<file path="config.mk">
export PLATFORM = sky130hd
export DESIGN_NAME = tag_array_assoc
export DESIGN_NICKNAME = d
export VERILOG_FILES = /design/src/rtl/tag_array_assoc_pkg.sv /design/src/rtl/tag_array_assoc_way_select.sv /design/src/rtl/tag_array_assoc.sv
export SDC_FILE = /design/constraint.sdc
export NUM_CORES = 1
export LEC_CHECK = 0
export ABC_AREA = 1
export CAP_MARGIN = 10
export CORE_ASPECT_RATIO = 0.5
export CORE_MARGIN = 3
export CORE_UTILIZATION = 30
export DETAILED_ROUTE_END_ITERATION = 7
export HOLD_SLACK_MARGIN = 0.06
export PLACE_DENSITY_LB_ADDON = 0.25
export SLEW_MARGIN = 10
export SYNTH_ARGS = -nofsm -noshare
export SYNTH_HDL_FRONTEND = slang
export SYNTH_SLANG_ARGS = --single-unit
</file>
<file path="constraint.sdc">
create_clock -name clk -period 2.2 [get_ports clk]
set_input_delay 0.66 -clock clk [delete_from_list [all_inputs] [get_ports clk]]
set_output_delay 0.66 -clock clk [all_outputs]
set_load 0.005 [all_outputs]
</file>
<file path="src/rtl/tag_array_assoc_pkg.sv">
// Shared memory-subsystem parameters and the enums used by the set-associative tag array.
package memory_sub_system_param;

    localparam int unsigned INDEX_LENGTH = 4;
    localparam int unsigned TAG_LENGTH   = 8;
    localparam int unsigned WAYS         = 4;

    typedef enum logic [1:0] {
        OpLookup     = 2'd0,
        OpFill       = 2'd1,
        OpMarkDirty  = 2'd2,
        OpInvalidate = 2'd3
    } tag_op_t;

    typedef enum logic [1:0] {
        StIdle  = 2'd0,
        StPend  = 2'd1,
        StSweep = 2'd2
    } tag_flush_state_t;

endpackage

</file>
<file path="src/rtl/tag_array_assoc_way_select.sv">
// Combinational way selection: hit detection plus victim choice (lowest invalid way, else rr_ptr).
module tag_way_select #(
    parameter int unsigned WAYS  = 4,
    parameter int unsigned WAY_W = $clog2(WAYS)
) (
    input  logic [WAYS-1:0]  valid,
    input  logic [WAYS-1:0]  match,
    input  logic [WAY_W-1:0] rr_ptr,
    output logic             hit,
    output logic [WAY_W-1:0] hit_way,
    output logic [WAY_W-1:0] victim_way
);

    always_comb begin
        hit        = |(valid & match);
        hit_way    = '0;
        victim_way = rr_ptr;
        // Descending scan so the lowest qualifying way is the one left standing.
        for (int w = WAYS - 1; w >= 0; w--) begin
            if (valid[w] && match[w]) hit_way = WAY_W'(w);
            if (!valid[w]) victim_way = WAY_W'(w);
        end
    end

endmodule

</file>
<file path="src/rtl/tag_array_assoc.sv">
// Set-associative tag array with per-way valid/dirty, round-robin replacement and a flush sweep.
module tag_array_assoc
    import memory_sub_system_param::*;
#(
    parameter int unsigned WAYS         = memory_sub_system_param::WAYS,
    parameter int unsigned INDEX_LENGTH = memory_sub_system_param::INDEX_LENGTH,
    parameter int unsigned TAG_LENGTH   = memory_sub_system_param::TAG_LENGTH,
    parameter int unsigned WAY_W        = $clog2(WAYS)
) (
    input  logic                    clk,
    input  logic                    resetn,
    input  logic                    req_valid,
    output logic                    req_ready,
    input  tag_op_t                 req_op,
    input  logic [INDEX_LENGTH-1:0] req_index,
    input  logic [TAG_LENGTH-1:0]   req_tag,
    input  logic [WAY_W-1:0]        req_way,
    output logic                    resp_valid,
    output logic                    resp_hit,
    output logic [WAY_W-1:0]        resp_way,
    output logic [TAG_LENGTH-1:0]   resp_tag,
    output logic                    resp_line_valid,
    output logic                    resp_dirty,
    input  logic                    flush_req,
    output logic                    flush_busy,
    output logic                    flush_done
);

    localparam int unsigned SETS = 2 ** INDEX_LENGTH;

    logic [TAG_LENGTH-1:0]         tag_q [SETS][WAYS];
    logic [SETS-1:0][WAYS-1:0]     valid_q, valid_d, dirty_q, dirty_d;
    logic [SETS-1:0][WAY_W-1:0]    rr_q, rr_d;

    tag_flush_state_t              state_q, state_d;
    logic [INDEX_LENGTH-1:0]       sweep_q, sweep_d;
    logic                          done_d, flush_done_q;

    logic                          accept;
    logic [WAYS-1:0]               match;
    logic                          sel_hit;
    logic [WAY_W-1:0]              sel_hit_way, sel_victim_way;
    logic [WAY_W-1:0]              resp_way_d;

    logic                          resp_valid_q, resp_hit_q, resp_line_valid_q, resp_dirty_q;
    logic [WAY_W-1:0]              resp_way_q;
    logic [TAG_LENGTH-1:0]         resp_tag_q;

    assign req_ready  = (state_q == StIdle) && !flush_req;
    assign accept     = req_valid && req_ready;
    assign flush_busy = (state_q != StIdle);
    assign flush_done = flush_done_q;

    always_comb begin
        match = '0;
        for (int w = 0; w < WAYS; w++) begin
            match[w] = (tag_q[req_index][w] == req_tag);
        end
    end

    tag_way_select #(
        .WAYS  (WAYS),
        .WAY_W (WAY_W)
    ) u_way_select (
        .valid      (valid_q[req_index]),
        .match      (match),
        .rr_ptr     (rr_q[req_index]),
        .hit        (sel_hit),
        .hit_way    (sel_hit_way),
        .victim_way (sel_victim_way)
    );

    assign resp_way_d = (req_op == OpLookup) ? (sel_hit ? sel_hit_way : sel_victim_way) : req_way;

    always_comb begin
        state_d = state_q;
        sweep_d = sweep_q;
        done_d  = 1'b0;
        unique case (state_q)
            StIdle: if (flush_req) state_d = StPend;
            StPend: begin
                state_d = StSweep;
                sweep_d = '0;
            end
            StSweep: begin
                sweep_d = sweep_q + 1'b1;
                if (sweep_q == INDEX_LENGTH'(SETS - 1)) begin
                    state_d = StIdle;
                    done_d  = 1'b1;
                end
            end
            default: state_d = StIdle;
        endcase
    end

    always_comb begin
        valid_d = valid_q;
        dirty_d = dirty_q;
        rr_d    = rr_q;
        if (state_q == StSweep) begin
            valid_d[sweep_q] = '0;
            dirty_d[sweep_q] = '0;
        end else if (accept) begin
            unique case (req_op)
                OpLookup: ;
                OpFill: begin
                    valid_d[req_index][req_way] = 1'b1;
                    dirty_d[req_index][req_way] = 1'b0;
                    rr_d[req_index]             = req_way + WAY_W'(1);
                end
                OpMarkDirty: begin
                    if (valid_q[req_index][req_way]) dirty_d[req_index][req_way] = 1'b1;
                end
                OpInvalidate: begin
                    valid_d[req_index][req_way] = 1'b0;
                    dirty_d[req_index][req_way] = 1'b0;
                end
                default: ;
            endcase
        end
    end

    always_ff @(posedge clk or negedge resetn) begin
        if (!resetn) begin
            state_q      <= StIdle;
            sweep_q      <= '0;
            flush_done_q <= 1'b0;
            valid_q      <= '0;
            dirty_q      <= '0;
            rr_q         <= '0;
        end else begin
            state_q      <= state_d;
            sweep_q      <= sweep_d;
            flush_done_q <= done_d;
            valid_q      <= valid_d;
            dirty_q      <= dirty_d;
            rr_q         <= rr_d;
        end
    end

    // Tags carry no reset; valid bits alone decide whether a tag means anything.
    always_ff @(posedge clk) begin
        if (accept && req_op == OpFill) tag_q[req_index][req_way] <= req_tag;
    end

    always_ff @(posedge clk or negedge resetn) begin
        if (!resetn) begin
            resp_valid_q      <= 1'b0;
            resp_hit_q        <= 1'b0;
            resp_way_q        <= '0;
            resp_tag_q        <= '0;
            resp_line_valid_q <= 1'b0;
            resp_dirty_q      <= 1'b0;
        end else begin
            resp_valid_q <= accept;
            if (accept) begin
                resp_hit_q        <= (req_op == OpLookup) && sel_hit;
                resp_way_q        <= resp_way_d;
                resp_tag_q        <= tag_q[req_index][resp_way_d];
                resp_line_valid_q <= valid_q[req_index][resp_way_d];
                resp_dirty_q      <= dirty_q[req_index][resp_way_d];
            end
        end
    end

    assign resp_valid      = resp_valid_q;
    assign resp_hit        = resp_hit_q;
    assign resp_way        = resp_way_q;
    assign resp_tag        = resp_tag_q;
    assign resp_line_valid = resp_line_valid_q;
    assign resp_dirty      = resp_dirty_q;

    always @(posedge clk) begin
        if (resetn && accept && req_op == OpLookup) begin
            assert ($onehot0(valid_q[req_index] & match))
            else $error("tag_array_assoc: multi-way hit in set %0d", req_index);
        end
    end

endmodule

</file>
Word level (Yosys, flattened, before mapping)
Memories as Yosys holds them, arrays and structs flattened.
Cells that the tools add are included.
W data, S select, Z words.
{"block": "word_totals", "regBits": 181, "ram_bits": 512, "input_bits": 20, "output_inout_bits": 17, "word_cells": 172, "mem_count": 1}
{"block": "op_classes", "add_sub_neg": 2, "n_lt_le_gt_ge": 10, "n_eq_ne": 13, "n_mux": 51, "bitwise": 12, "n_reduce_logical": 26}
{"memory": "tag_q", "words": 16, "word_bits": 32, "rd": 1, "rd_clocked_by_memory_dff": 0, "wr": 1, "line": "tag_array_assoc.sv:31", "source": "logic [TAG_LENGTH-1:0] tag_q [SETS][WAYS];"}
{"cell": "$mux W64", "count": 5}
{"cell": "$and A64 B64 Y64", "count": 4}
{"cell": "$pmux W64 S2", "count": 2}
{"cell": "$not A64 Y64", "count": 2}
{"cell": "$or A64 B64 Y64", "count": 2}
{"cell": "$bmux W4 S4", "count": 2}
{"cell": "$bwmux W32", "count": 1}
{"cell": "$demux W4 S4", "count": 2}
{"cell": "$eq A8 B8 Y1", "count": 4}
{"cell": "$mux W32", "count": 1}
{"cell": "$mux W2", "count": 14}
{"cell": "$mux W8", "count": 3}
{"cell": "$bmux W8 S2", "count": 1}
{"cell": "$demux W8 S2", "count": 1}
{"cell": "$mux W4", "count": 4}
{"cell": "$logic_and A1 B1 Y1", "count": 12}
{"cell": "$lt A4 B5 Y1 const B", "count": 2}
{"cell": "$bmux W2 S4", "count": 1}
{"cell": "$demux W2 S4", "count": 1}
{"cell": "$ge A4 B1 Y1 const B", "count": 2}
{"cell": "$pmux W4 S2", "count": 1}
{"cell": "$mux W1", "count": 7}
{"cell": "$bmux W1 S2", "count": 3}
{"cell": "$eq A2 B2 Y1 const B", "count": 3}
{"cell": "other kinds (23)", "count": 34}

Depth between registers and ports, before layout
Gate-level depths: netlist of run 1.
{"block": "depth", "depth_word": 13, "depth_mapped": 27, "depth_no_buf": 24}

Cells and area by module
A second synthesis of run 1 with hierarchy kept.
{"block": "hier_totals", "cells_unflattened": 2896, "hier_area_um2": 30461.7}
{"mod": "tag_array_assoc", "n_inst": 1, "cells_per_inst": 2876, "area_each_um2": 30374.1}
{"mod": "tag_way_select", "n_inst": 1, "cells_per_inst": 20, "area_each_um2": 87.6}

Worst setup path before layout of run 1
No wires, ideal clock.
{"block": "synth_timing", "path_type": "input-to-reg", "startpoint": "input port req_index[0]", "endpoint": "memory tag_q[4][24] in the netlist's numbering, enable pin", "arrival_ns": 2.591, "required_time_ns": 1.830, "path_slack_ns": -0.761, "stages": 10, "cell_sequence": "buf_4 -> nor2_1 -> buf_2 -> buf_2 -> buf_1 -> inv_1 -> clkbuf_1 -> nor2_1 -> nand2_1 -> nor2_1"}
{"element": "start, declared", "line": "tag_array_assoc.sv:15", "source": "input logic [INDEX_LENGTH-1:0] req_index,"}
{"element": "end, declared", "line": "tag_array_assoc.sv:31"}
No word-level cell before the write port.

Final worst setup path of run 1
{"block": "layout_timing", "startpoint": "input port req_index[0]", "endpoint": "register resp_tag_q[0] (netlist: resp_tag[0])"}
{"block": "layout_between", "elab_chain_len": 13, "elab_cells_between_ends": 29}
{"element": "$mem_v2 Z16 W32 / $bmux W4 S4 (equally long branches)"}
{"element": "$eq A8 B8 Y1 / $mux W4 (equally long branches)", "line": "tag_array_assoc.sv:57, tag_array_assoc.sv:65"}
{"element": "$logic_and A1 B1 Y1", "line": "tag_array_assoc_way_select.sv:20", "source": "if (valid[w] && match[w]) hit_way = WAY_W'(w);"}
{"element": "$mux W2 (4 in series)", "line": "tag_array_assoc_way_select.sv:20"}
{"element": "$mux W2 (2 in series)", "line": "tag_array_assoc.sv:73", "source": "assign resp_way_d = (req_op == OpLookup) ? (sel_hit ? sel_hit_way : sel_victim_way) : req_way;"}
{"element": "$not A2 Y3 (implied by the code)", "line": "tag_array_assoc.sv:159", "source": "resp_tag_q <= tag_q[req_index][resp_way_d];"}
{"element": "$bmux W8 S2 (*)", "line": "tag_array_assoc.sv:159"}
{"element": "$mux W8 (implied by the code) (*) (2 in series)", "line": "tag_array_assoc.sv:159"}
{"element": "end signal, assigned", "line": "tag_array_assoc.sv:159"}
{"element": "end, declared", "line": "tag_array_assoc.sv:47", "source": "logic [TAG_LENGTH-1:0] resp_tag_q;"}
Every way passes the cells marked *; elsewhere a longest branch is shown, timed or not. The select of a mux whose other input is x is not followed.
A chain may end at the register's enable or synchronous reset.

==> metrics.md, run 1 <==
| Metric | Value |
|---|---|
| Outcome | `finished, violations left` |
| Failing checks | `negative setup slack` |
| Worst-margin pin slew | `1032 ps` |
| Maximum capacitance violations | `0` |
| R2r setup slk | `-460 ps` |
| Critical Path End Type | `flip-flop` |
| CP Depth | `22` |
| Max VDD drop | `622.5 µV` |
| Ranking of synthesized cells by area | `edfxtp_1, nand2_1, dfrtp_1, o21ai_0, nor2_1` |
| Async SR Flop Fraction | `26.12%` |
| Drt first pass iters | `6` |
| Tot GR Track Use | `21.41%` |
| Routed vias | `27,140` |
| Hold Path Depth | `2` |
| Clock root buffer master | `clkbuf_16` |
| Utilization after layout | `41.63%` |
| Leakage | `17.78 nW` |
| Synth Area in Adders | `0.4780%` |
| Synth Area in Compound Gates | `7.752%` |
| Share of cells above drive strength 1 | `25.97%` |
| Gpl congestion | `0.9244` |
| Synthesized instance count | `3,392` |
| Yosys reg bits | `693` |
| Dpl cell area | `37,660 µm²` |
| Worst Setup Start Kind | `input port` |
| Synth top area share | `48.95%` |
| CTS clock-pin slew for the worst setup and hold paths | `70 ps` |
| Final setup viols | `666` |
| Total power | `36.10 mW` |
| Placed Cells | `5,167` |
| Vias per std cell | `5.034` |
| H-tree depth | `3` |
| WL final | `121,100 µm` |
| Rel. slew slack | `30.50%` |
| Final #Nets | `3,969` |
| Xor and xnor fraction of the mapped netlist area | `0%` |
| Yosys cell types | `38` |
| WP buf/inv | `7` |
| Final Hold Viols | `0` |
| Clock Sink Count | `693` |
| Port bufs | `36` |
| Largest area contributor in the netlist | `edfxtp_1` |
| Sw Share | `30.94%` |
| Pint | `24.93 mW` |
| Highest Clock Rate | `352.1 MHz` |
| Post-synthesis average cell area | `9.259 µm²` |
| Max-slew violations | `0` |
| Detail Route Antenna Nets | `0` |
| Syn_nets | `3,424` |
| Worst setup endpoint | `resp_tag[0]` |
| Vias in the first global route | `25,790` |
| Largest net degree at the start of global routing | `65` |
| Critical Path AT | `3450 ps` |
| Worst-Skew Late Latency | `670 ps` |
| Mapped cell area | `31,410 µm²` |
| Syn-to-layout area delta | `36.83%` |
| Setup_tns | `-103,350 ps` |
| Worst setup path start | `req_index[0]` |
| I/O pin count | `37` |
| Worst path slowest cell | `nand4_1` |
| Yosys warns | `0` |
| Clk network pwr share | `33.9%` |
| Die H | `234.8 µm` |
| CP max stage delay | `270 ps` |
| Top-count cell post-synth | `nand2_1` |
| Grt total ovfl | `0` |
| Wire per inst | `22.46 µm` |
| Initial Util | `30.43%` |
| HPWL after DPL | `81,740 µm` |
| Logic pwr share | `24.5%` |
| EDFF count, synth | `512` |
| Maximum fanout along the worst path | `7` |
| Core box area | `103,200 µm²` |
| Final worst slack | `-639.9 ps` |
| Clk buf depth | `3` |
| DRT iter0 DRCs | `3,127` |
| CP Cell Sequence | `buf_16, nand2_8, clkinv_8, buf_12, nand2_2, nand4_1, nand2_1, nand4_1, buf_4, nand3_1, nor2_1, nand3_1, nand2_2, inv_2, nand2_2, buf_6, a21boi_4, clkbuf_16, nand3_1, nand2_1, nand2_1, nand2_1` |
| Top cells by count, synth | `nand2_1, edfxtp_1, nor2_1` |
| Largest family of logic cells by synthesized area | `simple AND/OR/NAND/NOR gates` |
| Initial antenna violation count | `4` |
| Crit Reg-Reg Endpoint | `resp_tag[0]` |
| Post-Synth Simple-Gate Area | `24.13%` |
| Critical path data required time | `2820 ps` |
| Pre-CTS WS | `-1628 ps` |
| Final cell count without fillers | `5,392` |
| Row cnt | `83` |
| Die ar. | `108,800 µm²` |
| Die width | `463.6 µm` |
| Post-synthesis sequential area ratio | `63.37%` |
| Pwr dens | `840.0 nW/µm²` |
| Top FF cell, synth | `edfxtp_1` |
| Design Area, Final | `42,980 µm²` |
| Post-route DRC | `0` |
| Period utilization | `129.1%` |
| Mux contribution to synthesized area | `0%` |
| Tmin final | `2840 ps` |
| Unrepaired setup endpoints after global routing | `yes` |
| Reg power frac | `41.6%` |
| Hold WC Path Type | `input port to flip-flop` |
| Global-route wire length before repair | `173,700 µm` |
| R2R depth | `18` |
| CTS tree | `done` |
| Setup CP Type | `input port to flip-flop` |
| Switching power total | `11.17 mW` |
| Worst hold slack | `457.5 ps` |
| CTS Buf Count | `70` |
| Final clock skew | `28.51 ps` |
| Most frequent CP cell | `nand2_1` |
| Crit-path leading delay family | `simple AND/OR/NAND/NOR gates` |
[power by group through the flow]
stage / Combinational (mW) / Sequential [mW] / Clock, mW
after floorplan: 3.51 / 15.1 / 0
after global placement: 6.96 / 15.3 / 0
after detailed placement: 7.01 / 15.3 / 0
after CTS: 8.15 / 15.0 / 12.4
after global routing: 9.44 / 15.0 / 12.9
final: 8.85 / 15.0 / 12.2
[per-layer routing]
| layer | track usage (%) | up-vias | share of wire, % | routed length (µm) |
|---|---|---|---|---|
| met5 | 0 | - | 0 | 0 |
| met4 | 6.034 | 0 | 2.5 | 2979 |
| met3 | 3.586 | 173 | 8.5 | 10250 |
| met2 | 32.51 | 1094 | 44 | 53080 |
| met1 | 31.41 | 13430 | 45 | 54780 |
| li1 | - | 12450 | - | - |
[repair_timing]
action                                  CTS  global route
resized for setup                       272           258
pin swaps                                19           108
gates cloned                             14            12
endpoints found under the hold margin    35             0
hold buffers                              1             0
buffers inserted                         47            33
endpoints found under the setup margin  702           700
[area by class of cell]
class / count / area [µm²]
Timing Repair Buffer: 640 / 6726
Sequential cell: 693 / 19900
Clock inverter: 30 / 357.8
Clock buffer: 94 / 1914
Fill cell: 9922 / 60250
Tap cell: 1402 / 1754
Inverter: 159 / 676.9
Antenna cell: 1 / 2.502
Multi-Input combinational cell: 2373 / 11640
[cells by family after synthesis]
logic type	Yosys count
buf+inv	326
flops	693
simple gates	1936
compound gates	425
fa+ha+maj	12
[worst min-delay path by stage]
stage	from	endpoint	slack [ps]
global placement	flip-flop	flip-flop	460
CTS	req_tag[3]	tag_q[7][11]	410
global route	req_tag[3]	tag_q[4][11]	440
detailed placement	flip-flop	flip-flop	470
finish	req_tag[3]	tag_q[4][11]	460
floorplan	resetn	asynchronous set/reset pin	360
[cells in the final DEF, fill, tap and decap left out, types with 32 or more instances in the layout]
| cell | count |
|---|---|
| nand2_2 | 94 |
| nand2_1 | 1431 |
| nor2_2 | 48 |
| a22oi_1 | 32 |
| nand4_1 | 42 |
| nor2_4 | 65 |
| buf_4 | 438 |
| inv_1 | 137 |
| nor2_1 | 98 |
| a21oi_1 | 44 |
| clkbuf_16 | 81 |
| dfrtp_1 | 181 |
| nand3_1 | 108 |
| o22ai_1 | 64 |
| o21ai_1 | 53 |
| buf_12 | 84 |
| edfxtp_1 | 512 |
| buf_6 | 43 |
| o21ai_0 | 153 |
No activity file was read; power rests on OpenSTA's default activity.
==> run 2, diff against run 1 <==
- CELL_PAD_IN_SITES_DETAIL_PLACEMENT: not set -> 2
- CELL_PAD_IN_SITES_GLOBAL_PLACEMENT: not set -> 2
- CORE_ASPECT_RATIO: 0.5 -> not set
==> metrics.md, run 2 (same netlist as run 1, synthesis figures left out) <==
| Metric | Value |
|---|---|
| Outcome | `finished, violations left` |
| Failing checks | `negative setup slack` |
| Row cnt | `118` |
| Die width | `329.6 µm` |
| CTS Buf Count | `82` |
| Rel. slew slack | `42.41%` |
| Setup CP Type | `input port to flip-flop` |
| Tmin final | `2898 ps` |
| Share of cells above drive strength 1 | `28.74%` |
| Unrepaired setup endpoints after global routing | `yes` |
| Worst-Skew Late Latency | `670 ps` |
| Most common cell after layout, fill and taps aside | `nand2_1` |
| WL final | `153,500 µm` |
| Vias per std cell | `5.310` |
| Initial antenna violation count | `2` |
| I/O pin count | `37` |
| Max VDD drop | `632.3 µV` |
| Port bufs | `36` |
| Gpl congestion | `0.8683` |
| Final worst slack | `-698.0 ps` |
| Tot GR Track Use | `27.55%` |
| Drt first pass iters | `5` |
| Post-route DRC | `0` |
| Final clock skew | `29.23 ps` |
| CTS clock-pin slew for the worst setup and hold paths | `60 ps` |
| Maximum capacitance violations | `0` |
| Routed vias | `28,770` |
| Syn-to-layout area delta | `41.84%` |
| Max-slew violations | `0` |
| Die H | `329.6 µm` |
| DRT iter0 DRCs | `2,261` |
| Placed Cells | `5,173` |
| R2r setup slk | `-480 ps` |
| Critical Path End Type | `flip-flop` |
| Maximum fanout along the worst path | `8` |
| Vias in the first global route | `31,200` |
| Worst hold slack | `486.9 ps` |
| Highest Clock Rate | `345.1 MHz` |
| Dpl cell area | `38,100 µm²` |
| Design Area, Final | `44,550 µm²` |
| Critical path data required time | `2760 ps` |
| Final cell count without fillers | `5,417` |
| Clock Sink Count | `693` |
| Initial Util | `30.30%` |
| Die ar. | `108,600 µm²` |
| Worst setup path start | `req_index[0]` |
| R2R depth | `17` |
| Hold WC Path Type | `flip-flop to flip-flop` |
| Clk buf depth | `3` |
| Setup_tns | `-99,670 ps` |
| HPWL after DPL | `98,900 µm` |
| Worst-margin pin slew | `858.1 ps` |
| Wire per inst | `28.34 µm` |
| Utilization after layout | `42.98%` |
| H-tree depth | `3` |
| Critical Path AT | `3450 ps` |
| Period utilization | `131.7%` |
| Grt total ovfl | `0` |
| Leading cell types in the layout, fill and taps excluded | `nand2_1, edfxtp_1, buf_4, dfrtp_1, inv_1` |
| Largest net degree at the start of global routing | `49` |
| Detail Route Antenna Nets | `0` |
| Final #Nets | `4,001` |
| Final Hold Viols | `0` |
| CTS tree | `done` |
| Clock root buffer master | `clkbuf_16` |
| Pwr dens | `889.4 nW/µm²` |
| Leakage | `18.53 nW` |
| Global-route wire length before repair | `217,000 µm` |
| Core box area | `103,600 µm²` |
| Worst Setup Start Kind | `input port` |
| Final setup viols | `627` |
==> run 2: cell count changes in the layout (fill, tap and decap cells not counted), moves of 10 or more <==
cell	change
buf_12	+23
buf_4	-35
buf_6	+28
nand2_1	-17
nand2_2	+10
nor2_1	-36
nor2_2	+10
nor2_4	+26
o21ai_0	-36
o21ai_1	+36
==> run 2: through the flow <==
step           power (mW)  setup WS, ps
2_1_floorplan       18.62        -512.7
3_3_place_gp        22.74         -1582
3_5_place_dp        22.97         -1652
4_1_cts             39.05        -582.4
5_1_grt             40.96        -791.3
6_report            39.62        -698.0
==> run 2: layout make-up <==
class / count / area [µm²]
clock inverter: 44 / 511.7
inverter: 159 / 683.2
fill: 10970 / 59100
clock buffer: 107 / 2268
tap: 1380 / 1727
timing repair buffer: 660 / 7363
sequential: 693 / 19910
multi-input combinational: 2373 / 12080
antenna: 1 / 2.502
==> run 2: what timing repair did <==
action / in CTS / in global routing
setup endpoints to repair: 701 / 696
hold buffers: 1 / 0
buffers inserted: 58 / 14
cloned: 22 / 3
endpoints found under the hold margin: 34 / 0
pin swaps: 48 / 46
resized for setup: 593 / 144
==> run 2: per-layer routing <==
metal / wire, µm / global-route usage, % / vias to the layer above
met5: 0 / 0 / -
met4: 7358 / 12.80 / 0
met3: 7877 / 5.278 / 355
met2: 74460 / 46.08 / 890
met1: 63800 / 34.42 / 15000
li1: - / - / 12520
==> run 2: critical path, stage by stage <==
cell and delay [ps]:
buf_16 150, nor2_4 80, buf_12 150, buf_12 160
buf_8 150, a21oi_1 320, nand2_1 170, nand2_2 120
nand2_1 80, nor2_2 140, a21oi_1 80, o21ai_1 90
nand3b_1 140, nand3_4 150, nand2_4 100, buf_12 150
clkinv_16 80, buf_12 160, nor2_4 40, o21ai_1 220
==> run 2: power by group <==
part           total, mW  switching, mW  leakage [nW]  internal [mW]
clock               14.4           5.90          1.35           8.46
sequential          15.1          0.464          7.05           14.7
combinational       10.1           6.45          10.1           3.69
==> run 2: how the worst min path moves through the flow <==
stage | slack (ps) | cells past startpoint | endpoint | startpoint
after floorplan | 360 | 0 | asynchronous set/reset pin | resetn
after global placement | 470 | 2 | flip-flop | flip-flop
after detailed placement | 480 | 2 | flip-flop | flip-flop
after CTS | 470 | 2 | tag_q[7][5] | req_tag[5]
after global routing | 490 | 2 | tag_q[6][5] | req_tag[5]
final | 490 | 2 | flip-flop | flip-flop
